### config.mk
export PLATFORM = sky130hd
export DESIGN_NAME = trb_capture_sequencer
export DESIGN_NICKNAME = d
export VERILOG_FILES = /design/src/rtl/trb_pkg.sv /design/src/rtl/trb_ring_ptr.sv /design/src/rtl/trb_capture_sequencer.sv
export SDC_FILE = /design/constraint.sdc
export NUM_CORES = 1
export LEC_CHECK = 0
export ABC_AREA = 1
export CAP_MARGIN = 15
export CORE_ASPECT_RATIO = 1.5
export CORE_MARGIN = 1.5
export CORE_UTILIZATION = 25
export DETAILED_ROUTE_END_ITERATION = 8
export PLACE_DENSITY_LB_ADDON = 0.2
export SLEW_MARGIN = 0
export SYNTH_ARGS = -nofsm -noshare
export SYNTH_HDL_FRONTEND = slang
export SYNTH_SLANG_ARGS = --single-unit
### constraint.sdc
create_clock -name clk -period 2.8 [get_ports clk]
set_clock_uncertainty 0.2 [all_clocks]
set_input_delay 0.28 -clock clk [delete_from_list [all_inputs] [get_ports clk]]
set_output_delay 0.28 -clock clk [all_outputs]
set_load 0.01 [all_outputs]
### src/rtl/trb_pkg.sv
// -----------------------------------------------------------------------------
// trb_pkg
// Shared definitions for the trace-buffer capture sequencer slice.
//   TRB_ADDR_WIDTH : default ring pointer width
//   TRB_WIDTH      : default trace word width
//   TRB_DEPTH      : ring depth (2**TRB_ADDR_WIDTH); one slot stays unused so
//                    full and empty can be told apart
//   trb_seq_state_e: capture state machine encoding
//   sat_inc16      : 16-bit saturating increment
// -----------------------------------------------------------------------------
package trb_pkg;

  localparam int TRB_ADDR_WIDTH = 8;
  localparam int TRB_WIDTH      = 32;
  localparam int TRB_DEPTH      = 2 ** TRB_ADDR_WIDTH;

  typedef enum logic [2:0] {
    IDLE   = 3'd0,
    ARMED  = 3'd1,
    POST   = 3'd2,
    DONE   = 3'd3,
    STREAM = 3'd4
  } trb_seq_state_e;

  // Increment that sticks at all-ones instead of wrapping.
  function automatic logic [15:0] sat_inc16(input logic [15:0] value);
    logic [15:0] result;
    if (value == 16'hFFFF) begin
      result = value;
    end else begin
      result = value + 16'd1;
    end
    return result;
  endfunction

endpackage : trb_pkg

### src/rtl/trb_ring_ptr.sv
// -----------------------------------------------------------------------------
// trb_ring_ptr
// Write/read pointer pair for the trace ring, wrapping naturally at
// 2**ADDR_WIDTH. Full is "write pointer plus one equals read pointer", so the
// usable capacity is DEPTH-1.
// Ports:
//   clk, rst    : clock, synchronous active-high reset (pointers to 0)
//   clr         : rp := wp (discard all entries)
//   push        : write pointer advances
//   push_drop   : write pointer advances; when full the oldest entry is
//                 dropped by advancing the read pointer too
//   pop         : read pointer advances
//   wp, rp      : current write / read pointer
//   full, empty : occupancy flags from the current (pre-edge) pointers
// -----------------------------------------------------------------------------
module trb_ring_ptr
  import trb_pkg::*;
#(
  parameter int ADDR_WIDTH = TRB_ADDR_WIDTH
) (
  input  logic                  clk,
  input  logic                  rst,
  input  logic                  clr,
  input  logic                  push,
  input  logic                  push_drop,
  input  logic                  pop,
  output logic [ADDR_WIDTH-1:0] wp,
  output logic [ADDR_WIDTH-1:0] rp,
  output logic                  full,
  output logic                  empty
);

  localparam logic [ADDR_WIDTH-1:0] PTR_ONE = {{(ADDR_WIDTH-1){1'b0}}, 1'b1};

  logic [ADDR_WIDTH-1:0] wp_r;
  logic [ADDR_WIDTH-1:0] rp_r;
  logic [ADDR_WIDTH-1:0] wp_inc_s;
  logic [ADDR_WIDTH-1:0] rp_inc_s;
  logic                  full_s;
  logic                  empty_s;

  assign wp_inc_s = wp_r + PTR_ONE;
  assign rp_inc_s = rp_r + PTR_ONE;
  assign full_s   = (wp_inc_s == rp_r);
  assign empty_s  = (wp_r == rp_r);

  // Pointer registers; clear has priority over any read-side advance.
  always_ff @(posedge clk) begin
    if (rst) begin
      wp_r <= {ADDR_WIDTH{1'b0}};
      rp_r <= {ADDR_WIDTH{1'b0}};
    end else begin
      if (push || push_drop) begin
        wp_r <= wp_inc_s;
      end else begin
        wp_r <= wp_r;
      end
      if (clr) begin
        rp_r <= wp_r;
      end else if (pop || (push_drop && full_s)) begin
        rp_r <= rp_inc_s;
      end else begin
        rp_r <= rp_r;
      end
    end
  end

  assign wp    = wp_r;
  assign rp    = rp_r;
  assign full  = full_s;
  assign empty = empty_s;

endmodule : trb_ring_ptr

### src/rtl/trb_capture_sequencer.sv
// -----------------------------------------------------------------------------
// trb_capture_sequencer
// Sequences the logger-side trace ring: owns the ring pointers and the logger
// write strobe and runs the capture state machine. Trigger mode keeps
// pre-trigger history, takes a post-trigger sample count, then freezes.
// Stream mode behaves as a backpressured FIFO. Pointers only move on logger
// turns (rw_turn = 0).
// Ports:
//   clk, rst         : clock, synchronous active-high reset
//   arm              : level, high arms capture, low returns to IDLE
//   mode             : 0 trigger mode, 1 stream mode (sampled when arming)
//   trg_event        : trigger pulse (only acted on in ARMED)
//   trg_delay        : post-trigger sample count, sampled at the trigger
//   trace_valid/data : offered trace sample
//   trace_ready      : sample accepted when trace_valid && trace_ready
//   rw_turn          : 0 = logger owns the memory this cycle
//   read_advance     : consumer pop request, held until read_ack
//   read_ack         : pop performed this cycle
//   write_ptr        : next write address; read_ptr: oldest valid entry
//   logger_write     : write strobe (equals accept), logger_data: write data
//   empty, full      : ring occupancy
//   triggered        : trigger seen since arm; done: capture frozen
//   overflow_cnt     : dropped/refused sample count
// Build option: TRB_SEQ_OVERFLOW_CNT_EN enables the 16-bit saturating
// overflow counter; otherwise overflow_cnt is tied to zero.
// -----------------------------------------------------------------------------
module trb_capture_sequencer
  import trb_pkg::*;
#(
  parameter int ADDR_WIDTH = TRB_ADDR_WIDTH,
  parameter int DATA_WIDTH = TRB_WIDTH
) (
  input  logic                  clk,
  input  logic                  rst,
  input  logic                  arm,
  input  logic                  mode,
  input  logic                  trg_event,
  input  logic [ADDR_WIDTH-1:0] trg_delay,
  input  logic                  trace_valid,
  input  logic [DATA_WIDTH-1:0] trace_data,
  output logic                  trace_ready,
  input  logic                  rw_turn,
  input  logic                  read_advance,
  output logic                  read_ack,
  output logic [ADDR_WIDTH-1:0] write_ptr,
  output logic [ADDR_WIDTH-1:0] read_ptr,
  output logic                  logger_write,
  output logic [DATA_WIDTH-1:0] logger_data,
  output logic                  empty,
  output logic                  full,
  output logic                  triggered,
  output logic                  done,
  output logic [15:0]           overflow_cnt
);

  localparam logic [ADDR_WIDTH-1:0] CNT_ZERO = {ADDR_WIDTH{1'b0}};
  localparam logic [ADDR_WIDTH-1:0] CNT_ONE  = {{(ADDR_WIDTH-1){1'b0}}, 1'b1};

  trb_seq_state_e        state_r;
  logic [ADDR_WIDTH-1:0] cnt_r;
  logic                  triggered_r;

  logic                  capture_s;
  logic                  ready_s;
  logic                  accept_s;
  logic                  ack_s;
  logic                  arm_now_s;
  logic                  push_s;
  logic                  push_drop_s;
  logic [ADDR_WIDTH-1:0] wp_s;
  logic [ADDR_WIDTH-1:0] rp_s;
  logic                  full_s;
  logic                  empty_s;

  // Handshake decode from registered state and current pointers.
  always_comb begin
    capture_s   = (state_r == ARMED) || (state_r == POST);
    ready_s     = !rw_turn && (capture_s || ((state_r == STREAM) && !full_s));
    accept_s    = trace_valid && ready_s;
    ack_s       = read_advance && !rw_turn && !empty_s &&
                  ((state_r == STREAM) || (state_r == DONE));
    arm_now_s   = (state_r == IDLE) && arm;
    // Capture-mode writes overwrite the oldest entry when the ring is full.
    push_drop_s = accept_s && capture_s;
    push_s      = accept_s && (state_r == STREAM);
  end

  trb_ring_ptr #(
    .ADDR_WIDTH (ADDR_WIDTH)
  ) u_ring_ptr (
    .clk       (clk),
    .rst       (rst),
    .clr       (arm_now_s),
    .push      (push_s),
    .push_drop (push_drop_s),
    .pop       (ack_s),
    .wp        (wp_s),
    .rp        (rp_s),
    .full      (full_s),
    .empty     (empty_s)
  );

  // Capture state machine, post-trigger counter and trigger flag.
  always_ff @(posedge clk) begin
    if (rst) begin
      state_r     <= IDLE;
      cnt_r       <= CNT_ZERO;
      triggered_r <= 1'b0;
    end else begin
      case (state_r)
        IDLE: begin
          if (arm) begin
            triggered_r <= 1'b0;
            state_r     <= mode ? STREAM : ARMED;
          end else begin
            state_r <= IDLE;
          end
        end
        ARMED: begin
          // Disarm wins over a trigger arriving in the same cycle.
          if (!arm) begin
            state_r <= IDLE;
          end else if (trg_event) begin
            triggered_r <= 1'b1;
            if (trg_delay == CNT_ZERO) begin
              state_r <= DONE;
            end else begin
              // The sample accepted alongside the trigger is not counted.
              cnt_r   <= trg_delay;
              state_r <= POST;
            end
          end else begin
            state_r <= ARMED;
          end
        end
        POST: begin
          if (!arm) begin
            state_r <= IDLE;
          end else if (accept_s) begin
            cnt_r <= cnt_r - CNT_ONE;
            if (cnt_r == CNT_ONE) begin
              state_r <= DONE;
            end else begin
              state_r <= POST;
            end
          end else begin
            state_r <= POST;
          end
        end
        DONE: begin
          if (!arm) begin
            state_r <= IDLE;
          end else begin
            state_r <= DONE;
          end
        end
        STREAM: begin
          if (!arm) begin
            state_r <= IDLE;
          end else begin
            state_r <= STREAM;
          end
        end
        default: begin
          state_r <= IDLE;
        end
      endcase
    end
  end

`ifdef TRB_SEQ_OVERFLOW_CNT_EN
  logic [15:0] ovf_cnt_r;
  logic        ovf_hit_s;

  // An overflow is a capture overwrite or a stream offer refused for fullness.
  always_comb begin
    ovf_hit_s = (push_drop_s && full_s) ||
                ((state_r == STREAM) && trace_valid && !rw_turn && full_s);
  end

  // Saturating overflow counter, restarted on every arm.
  always_ff @(posedge clk) begin
    if (rst) begin
      ovf_cnt_r <= 16'd0;
    end else if (arm_now_s) begin
      ovf_cnt_r <= 16'd0;
    end else if (ovf_hit_s) begin
      ovf_cnt_r <= sat_inc16(ovf_cnt_r);
    end else begin
      ovf_cnt_r <= ovf_cnt_r;
    end
  end

  assign overflow_cnt = ovf_cnt_r;
`else
  assign overflow_cnt = 16'd0;
`endif

  assign trace_ready  = ready_s;
  assign logger_write = accept_s;
  assign logger_data  = trace_data;
  assign read_ack     = ack_s;
  assign write_ptr    = wp_s;
  assign read_ptr     = rp_s;
  assign empty        = empty_s;
  assign full         = full_s;
  assign triggered    = triggered_r;
  assign done         = (state_r == DONE);

endmodule : trb_capture_sequencer

==> results by group <==
Flow run
  – Max cap viols: 0

STA
  – Slew headroom: 62.5%
  – Tcrit/Tclk final: 93.4%
  – RSZ-0062 raised after global routing: no
  – Slew of the pin with the lowest slew margin: 0.561 ns
  – Max Slew Vio Count: 0
  – Final setup fails: 0
  – Max Clock Freq: 382 MHz
  – Period minus WS final: 2.61 ns
  – Hold Vio Cnt, Final: 0
  – Setup TNS: 0 ns

Logic synthesis
  – Post-synthesis cell type count: 42
  – Synth Instances: 396
  – Syn. warnings: 0
  – Seq/Total Area, Yosys: 22.0%
  – Synth area leader: dfxtp_1
  – Post-synth ARST share: 0%
  – Post-Syn Area: 2550 um^2
  – Post-synth top area share: 22.0%
  – Top_reg_cell synth: dfxtp_1
  – Synth top cells by count: nand2_1 (92), buf_4 (48), inv_1 (45)
  – Synth area leaders: dfxtp_1 (22%), buf_4 (14%), nand2_1 (14%)
  – Synthesized area per cell: 6.45 um^2
  – Number of synthesized flops with an enable pin: 0
  – Most common cell in the synthesized netlist: nand2_1
  – Synth Register Bits: 28

Routing
  – Vias per inst: 4.52
  – Antenna Nets Post-Route: 0
  – Number of DRC violations after detailed routing: 11
  – WL per Instance: 12.7 um
  – Initial drt markers: 89
  – DR vias: 2362
  – First-pass DRT Iterations: 6
  – Routed Wire Length: 6650 um

Critical path
  – Crit Path Class: flip-flop to output port
  – Crit. End Element: output port
  – FF-to-FF Start: u_ring_ptr.wp[1]
  – Arrival time worst endpoint: 2.13 ns
  – Req. time, crit path: 2.32 ns
  – Critical path startpoint: u_ring_ptr.wp[1]
  – Crit path max fanout: 3
  – Startpoint type of the worst setup path: flip-flop

Clock network
  – Clock Latency Late Sink: 0.27 ns
  – CTS root buf: clkbuf_16
  – Clock-pin slew on the worst setup and hold paths: 0.07 ns
  – Clock sinks: 28
  – Clock Tree Buf Depth: 2
  – CTS tree: built
  – Post-CTS Setup Repair Bufs: 0
  – CTS Buf Count: 3
  – Htree depth: 1

Power
  – Clock power share: 34.1%
  – PwrDens: 347 nW/um^2
  – Switching Share: 30.3%
  – Logic pwr share: 23.7%
  – Int Pwr: 704 uW
  – Worst vdd rail ir drop: 0.000197 V
  – Psw: 306 uW
  – Sequential Power Share: 42.2%
  – Leakage Power: 1.31 nW

Global route
  – GRT Resource Usage Total: 12.8%
  – Pin count of the biggest net entering global routing: 25
  – First-pass GRT wire length: 10900 um
  – GR Overflow Total: 0
  – Initial antenna violation count: 0
  – Vias in the first global route: 2194

Placed design
  – Placer congestion estimate: 0.815
  – DP Area: 2800 um^2
  – Final HPWL DP: 5320 um
  – PortBufs: 38
  – # placed instances: 519

Layout
  – Final nets: 460
  – Final Util: 29.1%
  – Layout cells sized above 1: 10.6%
  – N_diodes: 0
  – Area grow syn2layout: 14.2%
  – Fillers: 1175
  – Post-route cell area: 2920 um^2
  – Finished Layout Cells: 523

Hold path
  – Worst Hold Class: flip-flop to flip-flop
  – Min-Delay Startpoint: triggered

Die
  – Initial Util: 25.5%
  – Core box area: 10000 um^2
  – Die W: 85.5 um
  – Die Height: 127 um
  – FP Rows: 45
  – # IOs: 119
  – Die area: 10800 um^2

Run status
  – Failing checks: design-rule violations
  – Status: finished, violations left
## cells in the final DEF (no fill, tap or decap), types with 2 or more instances in the layout
cell type / netlist / routed
a21oi_1: 27 / 27
a21oi_2: 3 / 3
buf_4: 48 / 11
clkbuf_16: 0 / 3
clkdlybuf4s50_1: 0 / 36
conb_1: 1 / 16
dfxtp_1: 28 / 25
dfxtp_2: 0 / 3
dlymetal6s2s_1: 0 / 2
ha_1: 4 / 3
inv_1: 45 / 45
nand2_1: 92 / 92
nand3_1: 26 / 26
nand3_2: 5 / 4
nand3_4: 2 / 3
nand3b_1: 4 / 4
nand4_1: 10 / 10
nor2_1: 33 / 32
nor2_2: 3 / 2
nor2_4: 1 / 3
nor3_1: 3 / 3
o21ai_0: 19 / 19
o21ai_1: 2 / 2
o21bai_1: 2 / 2
o31ai_1: 2 / 2
xnor2_1: 5 / 5
xor2_1: 5 / 5
## flip-flops by register name, summed over array words and instances (netlist names)
| register | cells |
|---|---|
| u_ring_ptr.wp | 8 |
| state_r | 3 |
| triggered | 1 |
| cnt_r | 8 |
| u_ring_ptr.rp | 8 |
## through the flow
stage,hold WS (ns),total power [mW],setup WS (ns)
final,0.301,1.01,0.185
after global routing,0.310,1.08,0.0192
after CTS,0.296,1.03,0.0111
after detailed placement,0.282,0.674,0.228
after global placement,0.290,0.673,0.277
after floorplan,0.149,0.642,0.674
## routing by layer
layer | part of all wire [%] | track usage, %
met5 | 0 | 0
met2 | 57 | 24.7
met4 | 1.3 | 4.65
met3 | 3.9 | 1.82
met1 | 38 | 13.7
## power groups by stage
stage	registers [mW]	clock network (mW)	logic [mW]
floorplan	0.436	0	0.206
global placement	0.435	0	0.238
detailed placement	0.435	0	0.239
CTS	0.426	0.360	0.241
global route	0.429	0.376	0.272
finish	0.426	0.345	0.240
## cell families after synthesis
group,count (synthesis),synth area share (%)
compound gates,58,12.4
xor+xnor,11,4.07
fa+ha+maj,4,1.96
buf+inv,106,23.7
flops,28,22.0
mux,2,0.833
other cells,1,0.147
simple gates,186,34.9
## critical path, stage by stage, from the launching register on
cell	delay (ns)
dfxtp_1	0.32
ha_2	0.33
inv_1	0.04
nand2_1	0.05
nand2_1	0.08
nor2_4	0.12
nand3_1	0.09
nor2_2	0.14
and3_1	0.15
clkdlybuf4s50_1	0.54
## final timing paths
path          endpoint  slack (ns)  depth (start not counted)
max reg2reg   cnt_r[1]        0.49                         15
min reg2reg  triggered        0.30                          2
max               full        0.19                          9
min          triggered        0.30                          2
## area by class of cell
type | count | area [um^2] | area share, %
Multi-Input combinational cell | 277 | 1470 | 50.3
Sequential cell | 28 | 564 | 19.4
Timing Repair Buffer | 50 | 479 | 16.4
Inverter | 48 | 183 | 6.27
Tap cell | 117 | 146 | 5.02
Clock buffer | 3 | 75.1 | 2.58
## timing repair
| item | in CTS | in global routing |
|---|---|---|
| setup endpoints to repair | 1 | 3 |
| hold buffers | 0 | 0 |
| gates resized for setup | 2 | 9 |
No activity file was read; power rests on OpenSTA's default activity.
==> edit: new RTL, config.mk and constraints unchanged <==
Build with the macro `TRB_SEQ_OVERFLOW_CNT_EN` defined.
--- a/src/rtl/trb_capture_sequencer.sv
+++ b/src/rtl/trb_capture_sequencer.sv
@@ -24,6 +24,8 @@
 // Build option: TRB_SEQ_OVERFLOW_CNT_EN enables the 16-bit saturating
 // overflow counter; otherwise overflow_cnt is tied to zero.
 // -----------------------------------------------------------------------------
+`define TRB_SEQ_OVERFLOW_CNT_EN
+
 module trb_capture_sequencer
   import trb_pkg::*;
 #(
Check against the original RTL: no difference found for any inputs over 10 cycles, from zero or initial values and one cycle with rst high; that may be too few to reach the edited logic, so the function may still have changed.
==> edit against the unedited design <==
Count of clock-buffer cells in the layout up 3; cell count up 34%; total power up 56%; design area up 38%; critical path depth up 2; die area up 29%; synthesized area up 30%; synthesized cell count up 28%; setup slack worse by 140 ps; combinational power up 21%; critical endpoint is now logger_write; sequential cell count up 16; largest power group unchanged; first-iteration DRC count up 87%; wire length up 47%.
==> edit: results (changes against the unedited design) <==
- Run status: completed (was finished, violations left)
- Clk Latency, worst-skew pair: 290 ps (was 270 ps)
- Worst setup path endpoint: logger_write (was full)
- CTS resizes: 0 (was 2)
- Vias in the first global route: 3187 (was 2194)
- RePlAce Congestion: 0.851 (was 0.815)
- Critical path's largest stage delay: 470 ps (was 540 ps)
- Multi-input gate area: 0.00188 mm^2 (was 0.00147 mm^2)
- Sequential fraction of the synthesis area: 0.266 (was 0.220)
- Number of instances in the placed design: 690 (was 519)
- Max reg flops: 16
- Peak VDD IR: 192 uV (was 197 uV)
- Overall Global Routing Usage: 0.141 (was 0.128)
- DR vias: 3349 (was 2362)
- Crit-path max FO: 5 (was 3)
- DR pass1 iterations: 4 (was 6)
- Nets@finish: 594 (was 460)
- Top post-synthesis cells by area: dfxtp_1, nand2_1, buf_4 (was dfxtp_1, buf_4, nand2_1)
- Mean cell area of the mapped netlist: 6.52 um^2 (was 6.45 um^2)
- Yosys cell types: 36 (was 42)
- Synth top cells by count: nand2_1, inv_1, nor2_1 (was nand2_1, buf_4, inv_1)
- IO Port Bufs: 54 (was 38)
- Final instance count without filler cells: 701 (was 523)
- Cell area after placement: 0.00384 mm^2 (was 0.00280 mm^2)
- Layout cells sized above 1: 0.0978 (was 0.106)
- Flop2flop setup slack: 350 ps (was 490 ps)
- Post-Route WL: 9.77 mm (was 6.65 mm)
- Slew @ Worst Pin: 532 ps (was 561 ps)
- Detailed placement HPWL: 7.62 mm (was 5.32 mm)
- Largest net degree at the start of global routing: 21 (was 25)
- Number of fillers in the final layout: 1421 (was 1175)
- CP Data Arrival Time: 2270 ps (was 2130 ps)
- Worst setup path start: u_ring_ptr.wp[0] (was u_ring_ptr.wp[1])
- CTS H-tree lvls: 2 (was 1)
- Logic depth of the worst register-to-register path: 14 (was 15)
- Leak: 1.63 nW (was 1.31 nW)
- Reg-to-Reg End: overflow_cnt[10] (was cnt_r[1])
- Clock buffer count from CTS: 5 (was 3)
edit: worst register-to-register path, cell delays in order (launching register included):
cell and delay (ps):
dfxtp_1 320, ha_1 310, inv_1 40, nand2_1 50, nand2_1 50, nor2_1 120, nand3_2 130, nor2_8 160
nand2_4 90, nor2_8 150, buf_4 130, buf_4 170, nand3_4 200, nand2_1 130, a21oi_1 60
edit: cell families (layout without fill, tap and decap cells):
group           count (synthesis)  in the layout  synth area share
simple gates                  255            256             0.369
buf+inv                       111            144             0.171
compound gates                 69             69             0.112
flops                          44             44             0.266
xor+xnor                       24             24            0.0634
fa+ha+maj                       5              5            0.0189
edit: metrics by stage:
step	setup slack, ps	power, W	TNS [ps]
2_1_floorplan	652	0.000890	0
3_3_place_gp	356	0.000953	0
3_5_place_dp	318	0.000953	0
4_1_cts	8.39	0.00159	0
5_1_grt	-84.5	0.00166	-84.5
6_report	48.1	0.00157	0
edit: worst min path at each step:
stage / from / to / slack, ps
after floorplan: rst / u_ring_ptr.rp[7] / 150
after global placement: triggered / triggered / 240
after detailed placement: triggered / triggered / 250
after CTS: triggered / triggered / 270
after global routing: triggered / triggered / 290
final: triggered / triggered / 270
edit: routing by layer:
layer | part of all wire | GRT usage
met1 | 0.39 | 0.148
met5 | 0 | 0
met3 | 0.049 | 0.0237
met4 | 0.026 | 0.0648
met2 | 0.53 | 0.272
edit: power breakdown:
part	switching (W)	leakage [nW]	total, W	internal [W]
Sequential	0.0000180	0.357	0.000658	0.000640
Combinational	0.000172	1.20	0.000291	0.000119
Clock	0.000271	0.0691	0.000626	0.000356
edit: cell type report:
cell class / instances / share of cell area
inverter: 66 / 0.0615
clock inverter: 2 / 0.00373
clock buffer: 6 / 0.0345
multi-input combinational: 354 / 0.467
tap: 159 / 0.0494
timing repair buffer: 70 / 0.165
sequential: 44 / 0.219
